===== src/rtl/rgb565_gray_pkg.sv =====
// rtl/rgb565_gray_pkg.sv - shared types, constants and channel expansion for the RGB565 gray ISE
package rgb565_gray_pkg;

    typedef enum logic [1:0] {
        IDLE = 2'd0,
        CALC = 2'd1,
        DONE = 2'd2
    } state_t;

    localparam int unsigned DEF_RED_W   = 54;
    localparam int unsigned DEF_GREEN_W = 183;
    localparam int unsigned DEF_BLUE_W  = 19;
    localparam int unsigned PIXELS      = 4;

    // Bit replication so full-scale 5/6-bit codes map to exactly 8'hFF.
    function automatic logic [7:0] expand_to8(input logic [5:0] v, input logic is6);
        if (is6) begin
            return {v, v[5:4]};
        end
        return {v[4:0], v[4:2]};
    endfunction

endpackage


===== src/rtl/rgb565_gray_lane.sv =====
// rtl/rgb565_gray_lane.sv - combinational RGB565 pixel to 8-bit luma; RGB565_GRAY_BYTESWAP_EN swaps pixel bytes
module rgb565_gray_lane
    import rgb565_gray_pkg::*;
#(
    parameter int unsigned RED_W   = DEF_RED_W,
    parameter int unsigned GREEN_W = DEF_GREEN_W,
    parameter int unsigned BLUE_W  = DEF_BLUE_W
) (
    input  logic [15:0] pixel,
    output logic [7:0]  gray
);

    logic [15:0] px;
    logic [7:0]  r8;
    logic [7:0]  g8;
    logic [7:0]  b8;
    logic [15:0] sum;

`ifdef RGB565_GRAY_BYTESWAP_EN
    assign px = {pixel[7:0], pixel[15:8]};
`else
    assign px = pixel;
`endif

    assign r8 = expand_to8({1'b0, px[15:11]}, 1'b0);
    assign g8 = expand_to8(px[10:5], 1'b1);
    assign b8 = expand_to8({1'b0, px[4:0]}, 1'b0);

    // Weights total 256, so the 16-bit sum cannot wrap.
    assign sum  = 16'(r8) * 16'(RED_W) + 16'(g8) * 16'(GREEN_W) + 16'(b8) * 16'(BLUE_W);
    assign gray = 8'(sum >> 8);

endmodule


===== src/rtl/rgb565_gray_pack_ise.sv =====
// rtl/rgb565_gray_pack_ise.sv - four-pixel RGB565 to packed gray custom instruction; option RGB565_GRAY_BYTESWAP_EN
module rgb565_gray_pack_ise
    import rgb565_gray_pkg::*;
#(
    parameter logic [7:0]  customInstructionId = 8'd0,
    parameter int unsigned LANES               = 1,
    parameter int unsigned RED_W               = DEF_RED_W,
    parameter int unsigned GREEN_W             = DEF_GREEN_W,
    parameter int unsigned BLUE_W              = DEF_BLUE_W
) (
    input  logic        clock,
    input  logic        reset,
    input  logic        start,
    input  logic [31:0] valueA,
    input  logic [31:0] valueB,
    input  logic [7:0]  iseId,
    output logic        done,
    output logic [31:0] result
);

    localparam int unsigned BATCHES    = PIXELS / LANES;
    localparam logic [1:0]  LAST_BATCH = 2'(BATCHES - 1);

    if (RED_W + GREEN_W + BLUE_W != 256) begin : g_bad_weights
        $error("rgb565_gray_pack_ise: RED_W + GREEN_W + BLUE_W must equal 256");
    end
    if (!(LANES == 1 || LANES == 2 || LANES == 4)) begin : g_bad_lanes
        $error("rgb565_gray_pack_ise: LANES must be 1, 2 or 4");
    end

    state_t      state;
    logic [1:0]  batch;
    logic [63:0] pix;
    logic [31:0] acc;

    logic [1:0]  lane_slot [LANES];
    logic [15:0] lane_pix  [LANES];
    logic [7:0]  lane_gray [LANES];

    // Lane l of batch b handles pixel b*LANES+l, which is also its result byte.
    always_comb begin
        for (int l = 0; l < LANES; l++) begin
            lane_slot[l] = 2'(int'(batch) * LANES + l);
            lane_pix[l]  = pix[{lane_slot[l], 4'b0000} +: 16];
        end
    end

    for (genvar g = 0; g < LANES; g++) begin : g_lane
        rgb565_gray_lane #(
            .RED_W   (RED_W),
            .GREEN_W (GREEN_W),
            .BLUE_W  (BLUE_W)
        ) u_lane (
            .pixel (lane_pix[g]),
            .gray  (lane_gray[g])
        );
    end

    always_ff @(posedge clock) begin
        if (reset) begin
            state  <= IDLE;
            batch  <= 2'd0;
            pix    <= 64'd0;
            acc    <= 32'd0;
            done   <= 1'b0;
            result <= 32'd0;
        end else begin
            done   <= 1'b0;
            result <= 32'd0;
            case (state)
                IDLE: begin
                    if (start && iseId == customInstructionId) begin
                        pix   <= {valueB, valueA};
                        acc   <= 32'd0;
                        batch <= 2'd0;
                        state <= CALC;
                    end
                end
                CALC: begin
                    for (int l = 0; l < LANES; l++) begin
                        acc[{lane_slot[l], 3'b000} +: 8] <= lane_gray[l];
                    end
                    if (batch == LAST_BATCH) begin
                        batch <= 2'd0;
                        state <= DONE;
                    end else begin
                        batch <= batch + 2'd1;
                    end
                end
                DONE: begin
                    done   <= 1'b1;
                    result <= acc;
                    state  <= IDLE;
                end
                default: state <= IDLE;
            endcase
        end
    end

endmodule


===== config.mk =====
export PLATFORM = sky130hd
export DESIGN_NAME = rgb565_gray_pack_ise
export DESIGN_NICKNAME = d
export VERILOG_FILES = /design/src/rtl/rgb565_gray_pkg.sv /design/src/rtl/rgb565_gray_lane.sv /design/src/rtl/rgb565_gray_pack_ise.sv
export SDC_FILE = /design/constraint.sdc
export NUM_CORES = 1
export LEC_CHECK = 0
export BUFFER_PORTS_ARGS = -buffer_cell sky130_fd_sc_hd__buf_4
export CAP_MARGIN = 0
export CORE_MARGIN = 2
export CORE_UTILIZATION = 40
export DETAILED_ROUTE_END_ITERATION = 10
export PLACE_DENSITY = 0.56
export REMOVE_ABC_BUFFERS = 1
export SLEW_MARGIN = 15
export SYNTH_ARGS = -nofsm -noshare
export SYNTH_HDL_FRONTEND = slang
export SYNTH_SLANG_ARGS = --single-unit

===== constraint.sdc =====
create_clock -name clock -period 9.5 [get_ports clock]
set_input_delay 0.95 -clock clock [delete_from_list [all_inputs] [get_ports clock]]
set_output_delay 0.95 -clock clock [all_outputs]
set_load 0.02 [all_outputs]

==> results of run 1 <==
## worst max path at each step
stage               to  cells after the start  slack [ns]
2_1_floorplan  acc[14]                     19        3.10
3_5_place_dp    acc[6]                     24        2.59
4_1_cts        acc[30]                     24        2.57
3_3_place_gp   acc[14]                     23        2.78
5_1_grt        acc[30]                     25        2.05
6_report        acc[6]                     24        2.67
## final cells by class
| type | instances | area [sq um] |
|---|---|---|
| fillers | 1888 | 9920 |
| inverters | 125 | 469 |
| clock buffers | 17 | 425 |
| clock inverters | 15 | 180 |
| well taps | 265 | 332 |
| flip-flops and latches | 133 | 2660 |
| repair buffers | 111 | 833 |
| multi-input cells | 561 | 4770 |
## power by group
group | internal, mW | switching [mW] | leakage (nW)
combinational | 0.0219 | 0.0154 | 3.15
clock | 0.379 | 0.301 | 0.292
sequential | 0.558 | 0.000190 | 1.07
## synth_stat cells, drive strengths merged (2+ instances only)
library cell,number
a211o,2
a21o,5
a21oi,82
a22o,21
a31oi,3
and2,33
and3,2
buf,5
clkbuf,26
dfxtp,133
fa,60
ha,83
inv,125
mux4,16
nand2,154
nand2b,5
nand3,5
nor2,12
nor2b,3
nor3,5
nor3b,2
nor4,2
o21ai,20
o21bai,3
o22ai,3
or2,2
or3,2
or4b,2
xnor2,10
xor2,11
## routing by layer
metal  share of wire  track usage
met4          0.0097       0.0436
met3           0.032       0.0307
met1            0.50        0.228
met2            0.46        0.267
met5               0            0
## flip-flops by register name, indices dropped and copies added (netlist names)
signal	flops
result	32
acc	32
done	1
state	2
pix	64
batch	2
## worst min-delay path, stage by stage, from the launching register on
cell and delay (ns):
dfxtp_1 0.32, nand2_1 0.04, o21ai_0 0.05
## cells by family (layout without fill, tap and decap cells)
kind of cell | after synthesis | in the layout | synth area share
AOI/OAI and AO/OA | 147 | 147 | 0.114
xor gates and xnor gates | 21 | 21 | 0.0230
adders and majority gates | 143 | 143 | 0.280
buffers and inverters | 156 | 268 | 0.0742
DFF | 133 | 133 | 0.332
muxes | 16 | 16 | 0.0450
and+or+nand+nor | 234 | 234 | 0.132
## metrics by stage
stage	area [sq um]	setup slack, ns
6_report	9670	2.67
5_1_grt	9670	2.05
4_1_cts	9670	2.57
3_5_place_dp	9060	2.59
3_3_place_gp	9060	2.78
2_1_floorplan	7890	3.10
==> out/summary.txt, run 1 <==
cell total after placement: 1,195
transition time of the tightest slew-check pin: 1.09 ns
slowest cell delay on critical path: 0.71 ns
number of iterations in the first detailed-routing pass: 4
Cells after Synth: 850
most used flip-flop cell after synthesis: dfxtp_1
most frequent CP cell: inv_1
final cycle utilization of the critical path: 0.719
total inserted antenna cells: 0
pin count of the biggest net entering global routing: 77
growth of design area from synthesis to finish: 20.7%
sink count of the clock tree: 133
critical path peak fanout: 13
r2r setup slk: 2.67 ns
startpoint of the worst-slack reg-to-reg timing path: batch[1]
cts-stage hold buffer count: 0
final sum of negative setup slack: 0 ns
outcome: complete, no violations
Warnings, synthesis: 0
source of the critical timing path: batch[1]
number of levels in the clock H-tree: 4
number of routed nets with antenna violations: 0
top cell type by total area after synthesis: dfxtp_1
cell depth of the worst flop-to-flop path: 24
placeable core region: 19,600 sq um
Pwr per Cell Area: 132 nW/um^2
number of setup buffers added after CTS: 0
Die Outline Area: 21,200 sq um
worst slew margin relative to its limit: 0.264
buffer levels on the longest clock path: 2
Cell Rows: 51
instance count along the most critical hold path: 2
critical path launch point type: flop
GRT Residual Overflow: 0
number of top-level pins: 108
family with the most delay on the worst path: adder cells
number of global-route vias before repair: 5,726
worst-case clock skew: 0.0102 ns
Worst Path Required: 9.86 ns
worst hold path type: flop to flop
count of flip-flops with a built-in enable after synthesis: 0
CP Data Arrival Time: 7.19 ns
fraction of the core area covered by cells at the end of the flow: 0.494
unrepaired setup endpoints after global routing: no
drt via density: 4.74
Post-Synthesis Cell Area: 8010 sq um
Max Fclk: 0.146 GHz
number of buffers inserted during clock tree synthesis: 17
number of instances resized during post-cts repair: 0
post-layout minimum cycle time: 6.83 ns
wirelength, routed: 17,000 um
reg-to-reg endpoint: acc[6]
most common library cell in the layout ignoring fill and taps: nand2_1
peak supply drop: 0.104 mV
initial DRC count: 257
dpl hpwl: 13,000 um
post-detailed-route DRC marker count: 0
fraction of layout cells with a size suffix above 1: 0.179
routability congestion estimate: 0.898
Worst Hold End: acc[27]
Initial Util: 0.409
# Max-Cap Violations: 0
most used cells in the layout excluding fill and tap cells: nand2_1, dfxtp_1, inv_1, buf_4, ha_1
library cell contributing the largest single delay on the critical path: dfxtp_1
post-route insts no fill: 1,227
Static Leakage: 4.51 nW
number of endpoints failing setup at the final stage: 0
Die Height: 146 um
Worst Path Buf+Inv: 5
antenna violations before repair: 0
post-synth top area share: 0.332
routed len/inst: 13.9 um
die boundary width: 146 um
synthesized area per cell: 9.43 sq um
routed via count: 5,822
async set or reset register ratio after synthesis: 0
kind of critical path: flop to flop
sum of internal, switching and leakage power: 1.27 mW
count of input and output buffers: 107
start point of the worst hold path: acc[27]
Hold Worst Slack: 0.447 ns
Slew Viols, Final: 0
Tot GR Track Use: 0.165
share of the yosys chip area belonging to registers: 0.332
first-pass GRT wire length: 28,400 um
number of storage elements in the synthesis netlist: 133
number of hold violations in the final report: 0
leading cell types by total area after synthesis: dfxtp_1, fa_1, ha_1
post-layout net count: 1,167
clock slew at reported path FFs: 0.07 ns
library cells used by synthesis: 48
ordered cell list for the critical path: buf_4 -> mux4_2 -> ha_1 -> inv_1 -> fa_1 -> inv_1 -> fa_1 -> inv_1 -> ha_1 -> or3_1 -> o21ai_0 -> o21bai_1 -> a21oi_1 -> xor2_1 -> fa_1 -> inv_1 -> ha_1 -> nand2_1 -> nor2_1 -> nor4bb_1 -> a31oi_1 -> and2b_1 -> xnor2_1 -> a22o_1
Setup crit end kind: flop
clock latency on the worst-skew pair: 0.42 ns
CTS tree: done
root buffer selected by CTS: clkbuf_16
Note: power is estimated with default switching activity, not from simulation.
==> run 2, diff against run 1 <==
clock period = 7 ns   (was 9.5 ns; I/O delays follow)
==> out/summary.txt, run 2 (synthesis gave the netlist of run 1 again) <==
outcome: complete, no violations
library cell contributing the largest single delay on the critical path: mux4_2
drt via density: 4.65
number of routed nets with antenna violations: 0
Max Fclk: 0.151 GHz
buffer levels on the longest clock path: 2
most frequent CP cell: fa_1
post-route insts no fill: 1,231
Die Height: 146 um
number of hold violations in the final report: 0
root buffer selected by CTS: clkbuf_16
number of endpoints failing setup at the final stage: 0
Die Outline Area: 21,200 sq um
critical path launch point type: flop
routed via count: 5,719
Cell Rows: 51
peak supply drop: 0.144 mV
dpl hpwl: 12,900 um
Clk pwr share: 0.516
wirelength, routed: 16,800 um
kind of critical path: flop to flop
number of iterations in the first detailed-routing pass: 5
Pwr per Cell Area: 172 nW/um^2
post-detailed-route DRC marker count: 0
fraction of layout cells with a size suffix above 1: 0.186
worst slew margin relative to its limit: 0.305
cell total after placement: 1,197
count of input and output buffers: 107
transition time of the tightest slew-check pin: 1.04 ns
unrepaired setup endpoints after global routing: no
routed len/inst: 13.6 um
initial DRC count: 198
worst hold path type: flop to flop
Tot GR Track Use: 0.166
number of levels in the clock H-tree: 4
fraction of the core area covered by cells at the end of the flow: 0.496
sink count of the clock tree: 133
number of buffers inserted during clock tree synthesis: 17
Largest register FFs: 64
number of top-level pins: 108
slowest cell delay on critical path: 0.69 ns
pin count of the biggest net entering global routing: 77
critical path peak fanout: 16
sum of internal, switching and leakage power: 1.67 mW
part of the power in combinational logic: 0.030
most common library cell in the layout ignoring fill and taps: nand2_1
ordered cell list for the critical path: buf_12 -> mux4_2 -> fa_1 -> inv_1 -> fa_1 -> inv_1 -> fa_1 -> fa_1 -> fa_1 -> inv_1 -> fa_1 -> inv_1 -> ha_1 -> a21oi_1 -> o21ai_0 -> o31a_1 -> a31oi_1 -> and2b_1 -> xnor2_2 -> a22o_1
routability congestion estimate: 0.900
number of global-route vias before repair: 5,809
first-pass GRT wire length: 28,600 um
Slew Viols, Final: 0
most used cells in the layout excluding fill and tap cells: nand2_1, dfxtp_1, inv_1, buf_4, ha_1
CTS tree: done
Static Leakage: 4.54 nW
internal power component: 1.27 mW
Initial Util: 0.409
CP Data Arrival Time: 6.94 ns
Setup crit end kind: flop
# Max-Cap Violations: 0
Reg with most FFs: pix
cts-stage hold buffer count: 0
total inserted antenna cells: 0
clock slew at reported path FFs: 0.06 ns
Worst Path Required: 7.31 ns
post-layout net count: 1,171
final sum of negative setup slack: 0 ns
antenna violations before repair: 0
post-layout minimum cycle time: 6.63 ns
biggest regs: pix x64, acc x32, result x32
sequential fraction of design power: 0.454
GRT Residual Overflow: 0
worst-case clock skew: 0.00982 ns
growth of design area from synthesis to finish: 21.3%
clock latency on the worst-skew pair: 0.42 ns
switching share of total power: 0.241
total net switching power: 0.402 mW
die boundary width: 146 um
placeable core region: 19,600 sq um
final cycle utilization of the critical path: 0.947
==> run 2: repair_timing <==
action	CTS	global route
resized for setup	0	5
setup buffers	0	2
setup endpoints to repair	0	8
==> run 2: routing by layer <==
layer	global-route usage	share of wire	vias to the layer above
li1	-	-	2971
met1	0.227	0.50	2634
met2	0.270	0.46	101
met3	0.0329	0.033	13
met4	0.0471	0.011	0
met5	0	0	-
==> run 2: power groups by stage <==
stage                     logic (mW)  clock network (mW)  registers [mW]
after CTS                     0.0509               0.885           0.757
after floorplan              0.00964                   0           0.774
after detailed placement      0.0506                   0           0.774
after global placement        0.0504                   0           0.774
final                         0.0504               0.861           0.757
after global routing          0.0555               0.918           0.757
==> run 2: worst paths after layout <==
kind	end	from	slack, ns	depth (start not counted)
worst min-delay path	pix[27]	pix[27]	0.45	2
worst max-delay path	acc[14]	batch[1]	0.37	20
worst min register to register	pix[27]	pix[27]	0.45	2
worst max register to register	acc[14]	batch[1]	0.37	20
==> run 2: critical path, delay by kind of cell, from the launching register on <==
| kind | cells | cell delay (ns) |
|---|---|---|
| buffers and inverters | 5 | 0.39 |
| AO/OA/AOI/OAI | 5 | 1.12 |
| AND/OR/NAND/NOR | 1 | 0.21 |
| adder cells (fa/ha/maj) | 7 | 3.53 |
| flip-flops | 1 | 0.45 |
| multiplexers | 1 | 0.69 |
| XOR/XNOR | 1 | 0.12 |
==> run 2: per-stage QoR <==
stage          worst slack [ns]  hold WS [ns]  instance area, sq um
6_report                  0.368         0.447                  9720
3_3_place_gp              0.144         0.431                  9100
3_5_place_dp              0.132         0.443                  9100
4_1_cts                  0.0848         0.451                  9680
2_1_floorplan             0.603         0.417                  7890
5_1_grt                  0.0370         0.465                  9720
==> run 2: cell type report <==
cell class,instances,area (sq um)
Tap cell,265,332
Multi-Input combinational cell,561,4790
Fill cell,1947,9870
Inverter,125,469
Clock inverter,14,134
Timing Repair Buffer,115,888
Clock buffer,18,439
Sequential cell,133,2660
